$ cat src/rtl/uart_tx_fifo.sv
// Async-serial transmitter with a small input FIFO: start / data (LSB first) /
// optional parity / stop frames at CLK_HZ/BAUD clocks per bit, sent back-to-back.
module uart_tx_fifo #(
    parameter int unsigned CLK_HZ     = 50_000_000,
    parameter int unsigned BAUD       = 9600,
    parameter int unsigned DATA_BITS  = 7,
    parameter int unsigned PARITY     = 0,
    parameter int unsigned STOP_BITS  = 1,
    parameter int unsigned FIFO_DEPTH = 4
) (
    input  logic                          clk,
    input  logic                          rst_n,
    input  logic [7:0]                    data,
    input  logic                          send,
    output logic                          ready,
    output logic                          out,
    output logic                          busy,
    output logic                          done,
    output logic [$clog2(FIFO_DEPTH):0]   level
);
    localparam int unsigned DIVISOR = CLK_HZ / BAUD;
    localparam int unsigned AW      = $clog2(FIFO_DEPTH);
    localparam int unsigned LW      = AW + 1;
    localparam int unsigned CW      = (DIVISOR < 2) ? 1 : $clog2(DIVISOR);
    localparam int unsigned BW      = 3;

    if (DIVISOR < 2) begin : g_bad_divisor
        $error("uart_tx_fifo: CLK_HZ/BAUD must be >= 2");
    end
    if (DATA_BITS < 5 || DATA_BITS > 8) begin : g_bad_data_bits
        $error("uart_tx_fifo: DATA_BITS must be 5..8");
    end
    if (PARITY > 2) begin : g_bad_parity
        $error("uart_tx_fifo: PARITY must be 0, 1 or 2");
    end
    if (STOP_BITS < 1 || STOP_BITS > 2) begin : g_bad_stop_bits
        $error("uart_tx_fifo: STOP_BITS must be 1 or 2");
    end
    if (FIFO_DEPTH < 2 || (FIFO_DEPTH & (FIFO_DEPTH - 1)) != 0) begin : g_bad_depth
        $error("uart_tx_fifo: FIFO_DEPTH must be a power of 2, >= 2");
    end

    typedef enum logic [2:0] {S_IDLE, S_START, S_DATA, S_PAR, S_STOP} state_e;

    state_e                 state_q, state_d;
    logic [CW-1:0]          baud_q, baud_d;
    logic [BW-1:0]          bit_q, bit_d;
    logic [DATA_BITS-1:0]   shift_q, shift_d;
    logic                   par_q, par_d;
    logic [DATA_BITS-1:0]   mem_q [FIFO_DEPTH];
    logic [AW-1:0]          wr_ptr_q, wr_ptr_d, rd_ptr_q, rd_ptr_d;
    logic [LW-1:0]          level_q, level_d;
    logic                   ready_q, out_q, out_d, busy_q, done_q;
    logic                   stop_end_q, stop_end_d;
    logic                   accept, pop, baud_last;
    logic [DATA_BITS-1:0]   head;
    logic                   unused_data;

    assign unused_data = ^data;
    assign accept      = send && ready_q;
    assign head        = mem_q[rd_ptr_q];
    assign baud_last   = (baud_q == CW'(DIVISOR - 1));
    assign wr_ptr_d    = wr_ptr_q + AW'(accept);
    assign rd_ptr_d    = rd_ptr_q + AW'(pop);
    assign level_d     = level_q + LW'(accept) - LW'(pop);

    // Storage carries no reset; only entries below level are ever read.
    always_ff @(posedge clk) begin
        if (accept) begin
            mem_q[wr_ptr_q] <= data[DATA_BITS-1:0];
        end
    end

    always_comb begin
        state_d    = state_q;
        baud_d     = baud_last ? '0 : baud_q + CW'(1);
        bit_d      = bit_q;
        shift_d    = shift_q;
        par_d      = par_q;
        pop        = 1'b0;
        stop_end_d = 1'b0;
        out_d      = 1'b1;
        case (state_q)
            S_IDLE: begin
                baud_d = '0;
                bit_d  = '0;
                if (level_q != '0) begin
                    pop     = 1'b1;
                    state_d = S_START;
                end
            end
            S_START: begin
                out_d = 1'b0;
                if (baud_last) state_d = S_DATA;
            end
            S_DATA: begin
                out_d = shift_q[0];
                if (baud_last) begin
                    shift_d = shift_q >> 1;
                    if (bit_q == BW'(DATA_BITS - 1)) begin
                        bit_d   = '0;
                        state_d = (PARITY != 0) ? S_PAR : S_STOP;
                    end else begin
                        bit_d = bit_q + BW'(1);
                    end
                end
            end
            S_PAR: begin
                out_d = par_q;
                if (baud_last) state_d = S_STOP;
            end
            S_STOP: begin
                if (baud_last) begin
                    if (bit_q == BW'(STOP_BITS - 1)) begin
                        stop_end_d = 1'b1;
                        bit_d      = '0;
                        // Chain straight into the next frame when data is waiting.
                        if (level_q != '0) begin
                            pop     = 1'b1;
                            state_d = S_START;
                        end else begin
                            state_d = S_IDLE;
                        end
                    end else begin
                        bit_d = bit_q + BW'(1);
                    end
                end
            end
            default: state_d = S_IDLE;
        endcase
        if (pop) begin
            shift_d = head;
            par_d   = (PARITY == 2) ? ~^head : ^head;
        end
    end

    // Line, done and busy trail the FSM by one clock so they stay bit-aligned.
    always_ff @(posedge clk or negedge rst_n) begin
        if (!rst_n) begin
            state_q    <= S_IDLE;
            baud_q     <= '0;
            bit_q      <= '0;
            shift_q    <= '0;
            par_q      <= 1'b0;
            wr_ptr_q   <= '0;
            rd_ptr_q   <= '0;
            level_q    <= '0;
            ready_q    <= 1'b1;
            out_q      <= 1'b1;
            busy_q     <= 1'b0;
            done_q     <= 1'b0;
            stop_end_q <= 1'b0;
        end else begin
            state_q    <= state_d;
            baud_q     <= baud_d;
            bit_q      <= bit_d;
            shift_q    <= shift_d;
            par_q      <= par_d;
            wr_ptr_q   <= wr_ptr_d;
            rd_ptr_q   <= rd_ptr_d;
            level_q    <= level_d;
            ready_q    <= (level_d != LW'(FIFO_DEPTH));
            out_q      <= out_d;
            busy_q     <= (state_q != S_IDLE) || (level_q != '0) || stop_end_q;
            done_q     <= stop_end_q;
            stop_end_q <= stop_end_d;
        end
    end

    assign ready = ready_q;
    assign out   = out_q;
    assign busy  = busy_q;
    assign done  = done_q;
    assign level = level_q;

endmodule

$ cat config.mk
export PLATFORM = sky130hd
export DESIGN_NAME = uart_tx_fifo
export DESIGN_NICKNAME = d
export VERILOG_FILES = /design/src/rtl/uart_tx_fifo.sv
export SDC_FILE = /design/constraint.sdc
export NUM_CORES = 1
export LEC_CHECK = 0
export BUFFER_PORTS_ARGS = -buffer_cell sky130_fd_sc_hd__buf_2
export CAP_MARGIN = 30
export CORE_UTILIZATION = 30
export DETAILED_ROUTE_END_ITERATION = 12
export GPL_ROUTABILITY_DRIVEN = 0
export GPL_TIMING_DRIVEN = 0
export PLACE_DENSITY_LB_ADDON = 0.2
export SETUP_SLACK_MARGIN = 0.1
export SLEW_MARGIN = 5
export SYNTH_ARGS = -nofsm -noshare
export SYNTH_HDL_FRONTEND = slang
export SYNTH_SLANG_ARGS = --single-unit
export TNS_END_PERCENT = 20
$ cat constraint.sdc
create_clock -name clk -period 6.36 [get_ports clk]
set_input_delay 0.954 -clock clk [delete_from_list [all_inputs] [get_ports clk]]
set_output_delay 0.954 -clock clk [all_outputs]
set_load 0.02 [all_outputs]
# == Yosys cells after proc, flatten, opt, wreduce, memory -nomap -nowiden ==
# Memories as Yosys holds them, arrays and structs flattened.
# Index checks and enable logic that the tools add are counted.
# classes
addsub,6
n_eq_ne,14
muxes,29
reduce_logical,14
# ops
operator,count
$mux W3,11
$mux W13,2
$mux W7,3
$pmux W3 S5,1
$ne A2 B2 Y1 const B,7
$add A13 B1 Y13 const B,1
$eq A13 B13 Y1 const B,1
$mux W1,9
$pmux W3 S3,1
$reduce_bool A3 Y1,3
$reduce_and A7 Y1,1
$reduce_xor A7 Y1,1
$eq A3 B2 Y1 const B,2
$eq A3 B3 Y1 const B,2
$logic_not A3 Y1,2
$add A2 B1 Y2,2
$reduce_bool A2 Y1,2
$add A3 B1 Y3,1
$add A3 B1 Y3 const B,1
$eq A3 B1 Y1 const B,1
$ne A3 B3 Y1 const B,1
$pmux W1 S3,1
$reduce_and A3 Y1,1
$sub A3 B1 Y3,1
other kinds (4),5
# totals
reg_bits,39
ramBits,28
out_inout_bits,7
word_cells,77
n_memories,1
# memory_table
name,words,word_bits,rd,rd_ports_with_merged_regs,wr,line,text
mem_q,4,7,1,0,1,50,logic [DATA_BITS-1:0] mem_q [FIFO_DEPTH];

# == Logic depth before layout (Yosys ltp) ==
# logic_depth
ltp_word,7
mapped_depth,12
mapped_depth_nobuf,11

# == Least setup slack after synthesis ==
# OpenSTA, ideal clock, no wires.
# synth_path
kind,register -> register
start,register baud_q[0]
end,"register ready_q, in the netlist ready"
setup_time_ps,83
arrival_time_ps,2689
required_time_ps,6277
slack_ps,3589
stages_incl_launch_ff,13
path_buffers,1
period_less_slack_ps,2771
cell_sequence,dfrtp_1 > ha_1 > and4bb_1 > nand3_2 > o41ai_4 > and2_4 > buf_6 > xnor2_1 > ha_1 > fa_1 > xnor2_1 > xnor2_1 > nand2_1
# synth_via
elab_chain_len,5
# synth_lines
item,line,text
start: declaration,46,"logic [CW-1:0] baud_q, baud_d;"
start signal: assignment,155,baud_q <= baud_d;
$eq A13 B13 Y1,62,assign baud_last = (baud_q == CW'(DIVISOR - 1));
$mux W1,113,if (baud_last) begin
$pmux W1 S2,83,case (state_q)
$sub A3 B1 Y3,65,assign level_d = level_q + LW'(accept) - LW'(pop);
named net level_d[2],52,"logic [LW-1:0] level_q, level_d;"
$ne A3 B3 Y1,162,ready_q <= (level_d != LW'(FIFO_DEPTH));
end signal: assignment,162,
end: declaration,53,"logic ready_q, out_q, out_d, busy_q, done_q;"
# The timed path passes the listed nets, and every way through them passes these cells.
# A chain may end at the register's enable or synchronous reset.

# == Worst setup path after layout ==
# Same ends and word-level chain as after synthesis.

==> metrics <==
PortBufs=16; row cnt=36; Synth top area share=30.7%; final setup vio count=0; Area Growth Syn to Fin=16.2%; Slew Limit Fails=0; post-detail-place hpwl=3.43 mm; largest net degree at the start of global routing=40; CP max stage cell=o41ai_4; Worst slew margin=53.7%; fmax=325 MHz; IR drop worst, VDD=166 µV; H-tree levels=3; cell leakage power=1.41 nW; Fill cells=969; initial antenna violation count=0; RSZ-0062 raised after global routing=false; area leader, netlist=dfrtp_1; worst reg-to-reg setup slack=3.29 ns; Net Count, Synth=247; crit path from=baud_q[0]; Wirelength per Cell=12.9 µm; hold_buf cts=0; Crit path max-delay family=adder cells; worst-path fanout max=10; CP max stage delay=0.58 ns; most used routing layer=met2; Die X=102 µm; clk buf depth=2; Residual DRC=0; Worst-Margin Slew=0.691 ns; Worst Clk Skew=0.00586 ns; Crit Reg-Reg Endpoint=ready; # IOs=18; Post-CTS Setup Inserts=0; post-synthesis cell area=3020 µm²; reg2reg start=baud_q[0]; Buf/Inv on CP=1; cell count after synthesis=229; cell mode on critical path=xnor2_1; crit path capture=ready; grt total ovfl=0; ranking of synthesized cells by area=dfrtp_1 31%, edfxtp_1 28%, mux4_2 5.2%, xnor2_1 4.1%, nor2_1 2.6%; Seq cells post-synth=67; dpl cell area=3280 µm²; crit-path cells=ha_1 > and4bb_1 > nand3_2 > o41ai_4 > and2_4 > buf_6 > xnor2_1 > ha_1 > fa_1 > xnor2_1 > xnor2_1 > nand2_1; Setup Total Neg Slack=0 ns; Antenna Cells=0; Tmin final=3.07 ns; M1 GR Usage=14.0%; CORE AREA=9770 µm²; drt total wl=5.15 mm; 1st-pass router iterations=4; root buf cell=clkbuf_8; CP Capture Type=flip-flop; Worst EP required=6.63 ns; Netlist cell types=51; crit path kind=reg -> reg; R2R depth=12; TritonCTS clock tree=yes; height of the die=102 µm; first-pass GRT wire length=8.77 mm; sequential area share after synthesis=60.3%; CP arrival=3.35 ns; clk slew on worst S/H paths=0.08 ns; Starting DRT DRC Count=38; global-route met2 utilization=18.4%; Post-synth top flop=dfrtp_1; Syn Area/Cell=13.2 µm²; share of cells above drive strength 1=23.0%; final hold viol count=0; number of flops mapped to enable cells by yosys=28; total global-route track usage=11.6%; async set-reset flop share out of synthesis=58.2%; status=finished clean; total CTS buffers=9; Worst setup SP type=flip-flop; die area=10500 µm²; Synth Warn #=0; Initial Util=30.9%; PD cells=300 nW/µm²; design area=3510 µm²; Max Cap Viol=0; via/cell ratio=4.39; vias in the first global route=1770; most instantiated cells after synthesis=37 x dfrtp_1, 28 x edfxtp_1, 21 x nor2_1; GR Util met3=3.90%; Min Hold Slack=0.378 ns; Final ANT Viol Nets=0; PostCTS Resize Cnt=0; hold crit path type=reg -> reg; Final nets=278; clock net sink count=67; count leader, synth=dfrtp_1; period utilization=48.3%; vias post-DR=1747; Skew-Pair Late Insertion Delay=0.34 ns; WP depth=12
-- power by group --
| part | internal (mW) | leakage, nW | switching, mW | total (mW) |
|---|---|---|---|---|
| logic | 0.0641 | 0.565 | 0.0885 | 0.153 |
| clock network | 0.188 | 0.102 | 0.181 | 0.368 |
| registers | 0.508 | 0.739 | 0.0219 | 0.530 |
| total | 0.760 | 1.41 | 0.291 | 1.05 |
-- layout by cell type (no fill, tap or decap), types with 2 or more instances in the layout --
| master | n |
|---|---|
| xor2_1 | 8 |
| mux2i_1 | 5 |
| o31ai_1 | 2 |
| dfrtp_1 | 37 |
| dfstp_2 | 2 |
| nor3_1 | 4 |
| a22oi_1 | 2 |
| nand2b_1 | 2 |
| clkinv_4 | 2 |
| nand2_1 | 13 |
| buf_6 | 2 |
| clkbuf_1 | 6 |
| and3_1 | 3 |
| nor3b_1 | 3 |
| xnor2_1 | 14 |
| nand3_1 | 13 |
| inv_1 | 9 |
| buf_2 | 21 |
| mux4_2 | 7 |
| ha_1 | 6 |
| or2_2 | 2 |
| a21oi_1 | 2 |
| edfxtp_1 | 28 |
| o21ai_0 | 9 |
| inv_6 | 2 |
| nor2_1 | 21 |
| clkbuf_8 | 9 |
-- metrics by stage --
step                util [%]  power (mW)  cells  worst slack [ns]
global route            35.9        1.11    398              3.03
finish                  35.9        1.05    398              3.29
floorplan                  -       0.640    229              3.59
global placement        33.4       0.688    378              3.24
CTS                     35.7        1.07    397              3.20
detailed placement      33.5       0.694    381              3.23
-- worst reg2reg max path: stages, from the launching register on --
cell,delay (ns)
dfrtp_1,0.39
ha_1,0.23
and4bb_1,0.22
nand3_2,0.12
o41ai_4,0.58
and2_4,0.25
buf_6,0.14
xnor2_1,0.07
ha_1,0.19
fa_1,0.39
xnor2_1,0.18
xnor2_1,0.16
nand2_1,0.07
-- worst min-delay path by stage --
stage,depth (start not counted),start,slack [ns],endpoint
6_report,0,stop_end_q,0.38,done
5_1_grt,0,stop_end_q,0.40,done
4_1_cts,0,stop_end_q,0.39,done
3_5_place_dp,0,stop_end_q,0.37,done
3_3_place_gp,0,stop_end_q,0.36,done
2_1_floorplan,0,stop_end_q,0.35,done
-- layer usage --
metal | vias up | part of all wire (%) | wire (µm)
li1 | 868 | - | -
met1 | 849 | 48 | 2460
met2 | 23 | 48 | 2460
met3 | 7 | 2.8 | 145
met4 | 0 | 1.8 | 93
met5 | - | 0 | 0
-- layout make-up --
| type | count | area [µm²] | share of cell area, % |
|---|---|---|---|
| plain buffers | 11 | 62.6 | 1.78 |
| clock buffers | 9 | 124 | 3.53 |
| clock inverters | 7 | 83.8 | 2.39 |
| inverters | 9 | 33.8 | 0.964 |
| multi-input cells | 142 | 1100 | 31.4 |
| flip-flops and latches | 67 | 1820 | 51.9 |
| well taps | 133 | 166 | 4.75 |
| repair buffers | 20 | 115 | 3.28 |
-- logic make-up (layout without fill, tap and decap cells) --
| group | after synthesis | count (layout) | share of synthesized area, % |
|---|---|---|---|
| XOR/XNOR | 23 | 23 | 6.93 |
| buffers and inverters | 20 | 56 | 3.19 |
| AND/OR/NAND/NOR | 76 | 76 | 13.5 |
| multiplexers | 13 | 13 | 7.26 |
| flip-flops | 67 | 67 | 60.3 |
| adder cells (fa/ha/maj) | 8 | 8 | 3.53 |
| AO/OA/AOI/OAI | 22 | 22 | 5.31 |
-- flip-flops by register name, indices dropped and copies added, names as in the netlist --
| name | count |
|---|---|
| mem_q | 28 |
| baud_q | 13 |
| shift_q | 7 |
| bit_q | 3 |
| level | 3 |
| state_q | 3 |
| rd_ptr_q | 2 |
| wr_ptr_q | 2 |
| busy | 1 |
| done | 1 |
| out | 1 |
| par_q | 1 |
| ready | 1 |
| stop_end_q | 1 |
Note: power is estimated with default switching activity, not from simulation.
